[config.mk]
export PLATFORM = sky130hd
export DESIGN_NAME = pc_sequencer_flat
export DESIGN_NICKNAME = d
export VERILOG_FILES = /design/src/rtl/pc_sequencer_if.sv /design/src/rtl/pc_sequencer.sv /design/src/flat_wrapper.sv
export SDC_FILE = /design/constraint.sdc
export NUM_CORES = 1
export LEC_CHECK = 0
export ABC_CLOCK_PERIOD_IN_PS = 2510
export CAP_MARGIN = 30
export CELL_PAD_IN_SITES_DETAIL_PLACEMENT = 0
export CELL_PAD_IN_SITES_GLOBAL_PLACEMENT = 1
export CORE_AREA = 2 2 123 125
export CTS_CLUSTER_SIZE = 24
export DETAILED_ROUTE_END_ITERATION = 12
export DIE_AREA = 0 0 125 127
export PLACE_DENSITY = 0.71
export SYNTH_ARGS = -nofsm -noshare
export SYNTH_HDL_FRONTEND = slang
export SYNTH_SLANG_ARGS = --single-unit
[constraint.sdc]
create_clock -name clk -period 2.51 [get_ports clk]
set_clock_uncertainty 0.2 [all_clocks]
set_input_delay 0.251 -clock clk [delete_from_list [all_inputs] [get_ports clk]]
set_output_delay 0.251 -clock clk [all_outputs]
set_load 0.02 [all_outputs]
[src/rtl/pc_sequencer_if.sv]
// Fetch-side bundle between the PC sequencer and its neighbours:
// hazard unit, branch/jump resolution and instruction memory.
interface pc_sequencer_if #(
  parameter int PC_W  = 32,
  parameter int CNT_W = 16
);
  logic            imem_ready_i;
  logic            stall_i;
  logic            br_taken_i;
  logic [PC_W-1:0] br_target_i;
  logic            jump_i;
  logic [PC_W-1:0] jump_target_i;

  logic [PC_W-1:0]  pc_o;
  logic             pc_valid_o;
  logic             flush_if_id_o;
  logic             flush_id_ex_o;
  logic             refill_o;
  logic [CNT_W-1:0] br_count_o;
  logic [CNT_W-1:0] jmp_count_o;

  modport master (
    input  imem_ready_i,
    input  stall_i,
    input  br_taken_i,
    input  br_target_i,
    input  jump_i,
    input  jump_target_i,
    output pc_o,
    output pc_valid_o,
    output flush_if_id_o,
    output flush_id_ex_o,
    output refill_o,
    output br_count_o,
    output jmp_count_o
  );

  modport slave (
    output imem_ready_i,
    output stall_i,
    output br_taken_i,
    output br_target_i,
    output jump_i,
    output jump_target_i,
    input  pc_o,
    input  pc_valid_o,
    input  flush_if_id_o,
    input  flush_id_ex_o,
    input  refill_o,
    input  br_count_o,
    input  jmp_count_o
  );
endinterface

[src/rtl/pc_sequencer.sv]
// Program counter owner: next-PC select, pipeline flush strobes,
// post-branch refill window and saturating redirect statistics.
module pc_sequencer #(
  parameter int              PC_W          = 32,
  parameter logic [PC_W-1:0] RESET_PC      = '0,
  parameter int              REFILL_CYCLES = 2,
  parameter int              CNT_W         = 16
) (
  input logic            clk,
  input logic            rst_n,
  pc_sequencer_if.master bus
);

  typedef enum logic [1:0] {
    BOOT,
    RUN,
    REFILL
  } state_t;

  localparam logic [2:0] REFILL_INIT = 3'(REFILL_CYCLES);

  state_t     state;
  logic [2:0] refill_cnt;
  logic       take_br;
  logic       take_jmp;
  logic       advance;

  assign take_br  = (state == RUN) && bus.br_taken_i;
  assign take_jmp = (state == RUN) && bus.jump_i
                    && !bus.stall_i;
  assign advance  = !bus.stall_i && bus.imem_ready_i;

  // Flushes are strobes for the next edge, so they stay combinational.
  assign bus.flush_if_id_o = take_br || take_jmp;
  assign bus.flush_id_ex_o = take_br;

  always_ff @(posedge clk or negedge rst_n) begin
    if (!rst_n) begin
      state           <= BOOT;
      refill_cnt      <= '0;
      bus.pc_o        <= RESET_PC;
      bus.pc_valid_o  <= 1'b0;
      bus.refill_o    <= 1'b0;
      bus.br_count_o  <= '0;
      bus.jmp_count_o <= '0;
    end else begin
      unique case (state)
        BOOT: begin
          state          <= RUN;
          bus.pc_valid_o <= 1'b1;
        end
        RUN: begin
          if (bus.br_taken_i) begin
            bus.pc_o     <= bus.br_target_i;
            refill_cnt   <= REFILL_INIT;
            state        <= REFILL;
            bus.refill_o <= 1'b1;
            if (bus.br_count_o != '1)
              bus.br_count_o <= bus.br_count_o + 1'b1;
          end else if (take_jmp) begin
            bus.pc_o <= bus.jump_target_i;
            if (bus.jmp_count_o != '1)
              bus.jmp_count_o <= bus.jmp_count_o + 1'b1;
          end else if (advance) begin
            bus.pc_o <= bus.pc_o + 1'b1;
          end
        end
        REFILL: begin
          // Wrong-path redirects are ignored; the window is time-based.
          if (advance)
            bus.pc_o <= bus.pc_o + 1'b1;
          refill_cnt <= refill_cnt - 1'b1;
          if (refill_cnt == 3'd1) begin
            state        <= RUN;
            bus.refill_o <= 1'b0;
          end
        end
        default: begin
          state        <= BOOT;
          bus.refill_o <= 1'b0;
        end
      endcase
    end
  end

endmodule
[src/flat_wrapper.sv]
// flat-port wrapper written by rule: the top's interface ports become plain ports
module pc_sequencer_flat 
#(
  parameter int              PC_W          = 32,
  parameter logic [PC_W-1:0] RESET_PC      = '0,
  parameter int              REFILL_CYCLES = 2,
  parameter int              CNT_W         = 16
)
  (clk, rst_n, bus_imem_ready_i, bus_stall_i, bus_br_taken_i, bus_br_target_i, bus_jump_i, bus_jump_target_i, bus_pc_o, bus_pc_valid_o, bus_flush_if_id_o, bus_flush_id_ex_o, bus_refill_o, bus_br_count_o, bus_jmp_count_o);
  pc_sequencer_if #(.PC_W(PC_W), .CNT_W(CNT_W)) bus_i ();
  input logic clk;
  input logic rst_n;
  input wire logic [$bits(bus_i.imem_ready_i)-1:0] bus_imem_ready_i;
  input wire logic [$bits(bus_i.stall_i)-1:0] bus_stall_i;
  input wire logic [$bits(bus_i.br_taken_i)-1:0] bus_br_taken_i;
  input wire logic [$bits(bus_i.br_target_i)-1:0] bus_br_target_i;
  input wire logic [$bits(bus_i.jump_i)-1:0] bus_jump_i;
  input wire logic [$bits(bus_i.jump_target_i)-1:0] bus_jump_target_i;
  output wire logic [$bits(bus_i.pc_o)-1:0] bus_pc_o;
  output wire logic [$bits(bus_i.pc_valid_o)-1:0] bus_pc_valid_o;
  output wire logic [$bits(bus_i.flush_if_id_o)-1:0] bus_flush_if_id_o;
  output wire logic [$bits(bus_i.flush_id_ex_o)-1:0] bus_flush_id_ex_o;
  output wire logic [$bits(bus_i.refill_o)-1:0] bus_refill_o;
  output wire logic [$bits(bus_i.br_count_o)-1:0] bus_br_count_o;
  output wire logic [$bits(bus_i.jmp_count_o)-1:0] bus_jmp_count_o;
  assign bus_i.imem_ready_i = bus_imem_ready_i;
  assign bus_i.stall_i = bus_stall_i;
  assign bus_i.br_taken_i = bus_br_taken_i;
  assign bus_i.br_target_i = bus_br_target_i;
  assign bus_i.jump_i = bus_jump_i;
  assign bus_i.jump_target_i = bus_jump_target_i;
  assign bus_pc_o = bus_i.pc_o;
  assign bus_pc_valid_o = bus_i.pc_valid_o;
  assign bus_flush_if_id_o = bus_i.flush_if_id_o;
  assign bus_flush_id_ex_o = bus_i.flush_id_ex_o;
  assign bus_refill_o = bus_i.refill_o;
  assign bus_br_count_o = bus_i.br_count_o;
  assign bus_jmp_count_o = bus_i.jmp_count_o;
  pc_sequencer #(.PC_W(PC_W), .RESET_PC(RESET_PC), .REFILL_CYCLES(REFILL_CYCLES), .CNT_W(CNT_W)) u_core (.clk(clk), .rst_n(rst_n), .bus(bus_i));
endmodule
======== Word level (Yosys, flattened, before mapping) ========
Index checks and enable logic that the tools add are counted.
cells by class
  multiplexer cells ....................... 12
  reduce and logical (&&, ||, !) cells .... 13
  equal/unequal tests ..................... 7
  add/subtract/negate cells ............... 4
  bitwise gates (word level) .............. 2
operators by type and width
  operator                 count
  $mux W32                 3
  $pmux W32 S2             1
  $add A16 B1 Y16 const B  2
  $add A32 B1 Y32 const B  1
  $ne A16 B16 Y1 const B   2
  $pmux W2 S3              1
  $pmux W3 S2              1
  $reduce_and A3 Y1        2
  $logic_and A1 B1 Y1      4
  $mux W2                  2
  $reduce_and A2 Y1        2
  $reduce_and A4 Y1        1
  $eq A3 B1 Y1 const B     1
  $mux W3                  1
  $pmux W1 S3              1
  $sub A3 B1 Y3 const B    1
  $eq A2 B1 Y1 const B     1
  $eq A2 B2 Y1 const B     1
  $logic_not A2 Y1         1
  $mux W1                  2
  $ne A2 B1 Y1 const B     1
  $ne A2 B2 Y1 const B     1
  $not A1 Y1               2
  $reduce_bool A2 Y1       1
  2 further kinds          2
storage, ports and cells
  bits in registers ....................... 71
  output and inout port bits .............. 68

======== Longest topological paths before layout ========
  depth after elaboration ................. 6
  gate-level depth with buffers ........... 9
  gate-level depth less buffers ........... 7

======== Worst setup path before layout ========
Ideal clock, no wire load.
  kind .................................... register -> register
  from .................................... reg u_core.bus.pc_o[0]
  to ...................................... reg u_core.bus.pc_o[20]
  data arrival time ....................... 1.846 ns
  cell stages (with the launch flop) ...... 7
  data required time ...................... 2.184 ns
  slack ................................... 0.338 ns
  setup time .............................. 0.126 ns
  cell sequence ........................... dfrtp_1 > ha_1 > nand4b_1 > nor3_4 > and3_1 > o21ai_0 > a221o_1
between the ends
  word-level cells in the longest chain between the ends .. 5
ends and longest elaborated chain
  item                      line                                    text
  start: declaration        pc_sequencer_if.sv:29                   output pc_o,
  start signal: assignment  pc_sequencer.sv:54                      bus.pc_o <= bus.br_target_i;
  start signal: assignment  pc_sequencer.sv:61                      bus.pc_o <= bus.jump_target_i;
  start signal: assignment  pc_sequencer.sv:65                      bus.pc_o <= bus.pc_o + 1'b1;
  $add A32 B1 Y32 *         pc_sequencer.sv:65, pc_sequencer.sv:71
  $mux W32 *                pc_sequencer.sv:64, pc_sequencer.sv:70
  $mux W32                  pc_sequencer.sv:60                      end else if (take_jmp) begin
  $mux W32                  pc_sequencer.sv:53                      if (bus.br_taken_i) begin
  $pmux W32 S2 *            pc_sequencer.sv:47                      unique case (state)
Mark *: on every way between the ends. The rest lies on a longest branch, timed or not.
A chain may end at the register's enable or synchronous reset.

======== Worst setup path in the final report ========
  from .................................... reg u_core.bus.pc_o[10]
  to ...................................... reg u_core.bus.pc_o[31]
The elaborated chain is that of the path after synthesis.

==> flow_summary.json <==
{
  "synth_cell_types": 68,
  "slew_headroom_pct": 62.1,
  "ys_seq_area_share_pct": 41.4,
  "grt_setup_unrepaired": "no",
  "antenna_found_initial": 0,
  "power_frac_seq_pct": 32.6,
  "grt_overflow": 0,
  "hold_slack_ns": 0.256,
  "grt_pass1_wl_mm": 22.3,
  "wl_per_cell_um": 17.5,
  "p_total_mw": 6.24,
  "grt_usage_pct": 17.3,
  "crit_fanout": 11,
  "syn_inst": 456,
  "yosys_register_bits": 71,
  "tns_ns": 0,
  "fp.dieArea_mm2": 0.0159,
  "syn_to_final_growth_pct": 46.3,
  "synth_area_mm2": 0.00429,
  "critPathLaunchType": "register",
  "clock_path_buffers": 2,
  "p_int_mw": 3.60,
  "slew_violations": 0,
  "post-route-util_pct": 43.5,
  "synth_warnings": 0,
  "dr_total_vias": 4334,
  "synth_most_common_cell": "dfrtp_1",
  "dp_hpwl_mm": 10.3,
  "synth_area_leaders": "dfrtp_1, a22oi_1, o21ai_0, xnor2_1, nor2_1",
  "ios": 138,
  "status": "finished, final reports clean",
  "worst_slew_pin_slew_ns": 0.568,
  "drtIter0Drc": 434,
  "port_buffers": 137,
  "hold_violations": 0,
  "max_freq_mhz": 438,
  "drive_gt1_share_pct": 9.98,
  "power_leakage_nw": 2.60,
  "place_congestion": 0.826,
  "synth_edf_count": 0,
  "synth_top_area_share_pct": 41.4,
  "setup_viol": 0,
  "fp.coreArea_mm2": 0.0144,
  "cts_tree": "done",
  "p_sw_share_pct": 42.3,
  "numCtsBuffers": 9,
  "p_sw_mw": 2.64,
  "drc": 0,
  "clk_pin_slew_worst_paths_ns": 0.06,
  "root_buffer": "clkbuf_16",
  "hold_class": "input port to asynchronous set/reset pin",
  "combPwrFrac_pct": 49.3,
  "multi_input_area_mm2": 0.00236,
  "fin_cells": 795,
  "htreeDepth": 3,
  "row_count": 44,
  "via_per_inst": 5.45,
  "path_class": "register to register",
  "drt_pass1_iterations": 5,
  "avgSynthCellArea_um2": 9.42,
  "die_y_um": 127,
  "seqCellArea_mm2": 0.00178,
  "clock-sinks": 71,
  "antenna_left": 0,
  "peakVddDrop_uv": 609,
  "grt_pass1_vias": 4270,
  "clock_latency_ns": 0.33,
  "end_kind": "register",
  "maxCapViolCount": 0,
  "synthFlopType": "dfrtp_1",
  "syn_nets": 536,
  "placed_cells": 781,
  "synth_top_area_cell": "dfrtp_1",
  "min_period_over_period_pct": 90.9,
  "routed_wirelength_mm": 14.0,
  "fillCellCount": 1436,
  "fin_crit_ns": 2.28,
  "nets": 689,
  "grt_max_degree": 40,
  "synthArstFlopShare_pct": 100,
  "synthTopCellsByCount": "dfrtp_1, nor2_1, nand2_1",
  "critPathRequiredTime_ns": 2.53,
  "clockPowerShare_pct": 18.2,
  "diodes": 0,
  "initial_utilization_pct": 29.8,
  "critPathArrivalTime_ns": 2.31,
  "die_x_um": 125,
  "power_per_cell_area_mw_per_mm2": 993
}
## routing by layer
layer  vias up  track usage [%]  part of all wire [%]
met3        11             4.77                   6.8
met4         0             4.71                   1.1
met2       173             28.0                    47
met5         -                0                     0
li1       2040                -                     -
met1      2110             23.0                    46
## cell usage in the layout (no fill, tap or decap), types with 4 or more instances in the layout
cell type,count
o21ai_0,31
xnor2_1,17
a221o_1,10
and3_1,12
xor2_1,9
a21oi_1,10
a31oi_1,5
buf_4,27
ha_1,10
nand4_1,18
o211ai_1,4
nor2_1,39
inv_1,12
clkdlybuf4s50_1,134
and4_1,8
nand2_1,38
nand3_1,21
o22ai_1,5
o32ai_1,4
dfrtp_1,71
a22o_1,14
nand2b_1,4
clkbuf_16,9
a22oi_1,26
## logic make-up (layout without fill, tap and decap cells)
family,Yosys count,count (layout),synth area share (%)
AO/OA/AOI/OAI,133,133,22.7
buffers and inverters,36,191,3.73
AND/OR/NAND/NOR,175,175,22.6
multiplexers,5,5,1.37
adder cells (fa/ha/maj),10,10,2.91
flip-flops,71,71,41.4
XOR/XNOR,26,26,5.30
## timing repair
action | in CTS | in global routing
setup buffers | 0 | 0
setup endpoints to repair | 0 | 2
resized for setup | 0 | 2
hold endpoints to repair | 38 | 0
hold buffers | 1 | 0
## power by group through the flow
stage / combinational [mW] / clock, mW / sequential [mW]
3_3_place_gp: 3.02 / 0 / 2.03
5_1_grt: 3.34 / 1.21 / 2.10
4_1_cts: 3.09 / 1.17 / 2.02
2_1_floorplan: 1.38 / 0 / 2.29
6_report: 3.07 / 1.13 / 2.03
3_5_place_dp: 3.08 / 0 / 2.04
## final cells by class
cell class | count | area share [%]
sequential | 71 | 28.3
clock inverter | 2 | 0.159
timing repair buffer | 166 | 25.8
tap | 184 | 3.67
multi-input combinational | 349 | 37.5
clock buffer | 11 | 3.86
inverter | 12 | 0.717
## through the flow
step | area [um^2] | worst slack (ns)
2_1_floorplan | 4290 | 0.338
3_3_place_gp | 6010 | 0.0797
3_5_place_dp | 6010 | 0.0548
4_1_cts | 6280 | 0.0479
5_1_grt | 6280 | 0.107
6_report | 6280 | 0.229
## critical path, stage by stage (launching register included)
cell and delay (ns):
dfrtp_1 0.52, and4_1 0.31, and4_1 0.45, and3_1 0.26
nand3_1 0.16, o311ai_1 0.27
## worst paths after layout
check / from / endpoint / slack, ns / cells past startpoint
max in group asynchronous: rst_n / u_core.bus.pc_o[21] / 1.26 / 3
min reg2reg: u_core.bus.pc_valid_o / u_core.bus.pc_valid_o / 0.29 / 1
max: u_core.bus.pc_o[10] / u_core.bus.pc_o[31] / 0.23 / 5
min in group clk: u_core.bus.pc_valid_o / u_core.bus.pc_valid_o / 0.29 / 1
max reg2reg: u_core.bus.pc_o[10] / u_core.bus.pc_o[31] / 0.23 / 5
min: rst_n / u_core.bus.jmp_count_o[15] / 0.26 / 2
## state kept, by name (all words and copies together), names as in the netlist
signal                  flops
u_core.state                2
u_core.bus.jmp_count_o     16
u_core.bus.pc_valid_o       1
u_core.refill_cnt           3
u_core.bus.refill_o         1
u_core.bus.pc_o            32
u_core.bus.br_count_o      16
(Power assumes the default switching activity.)
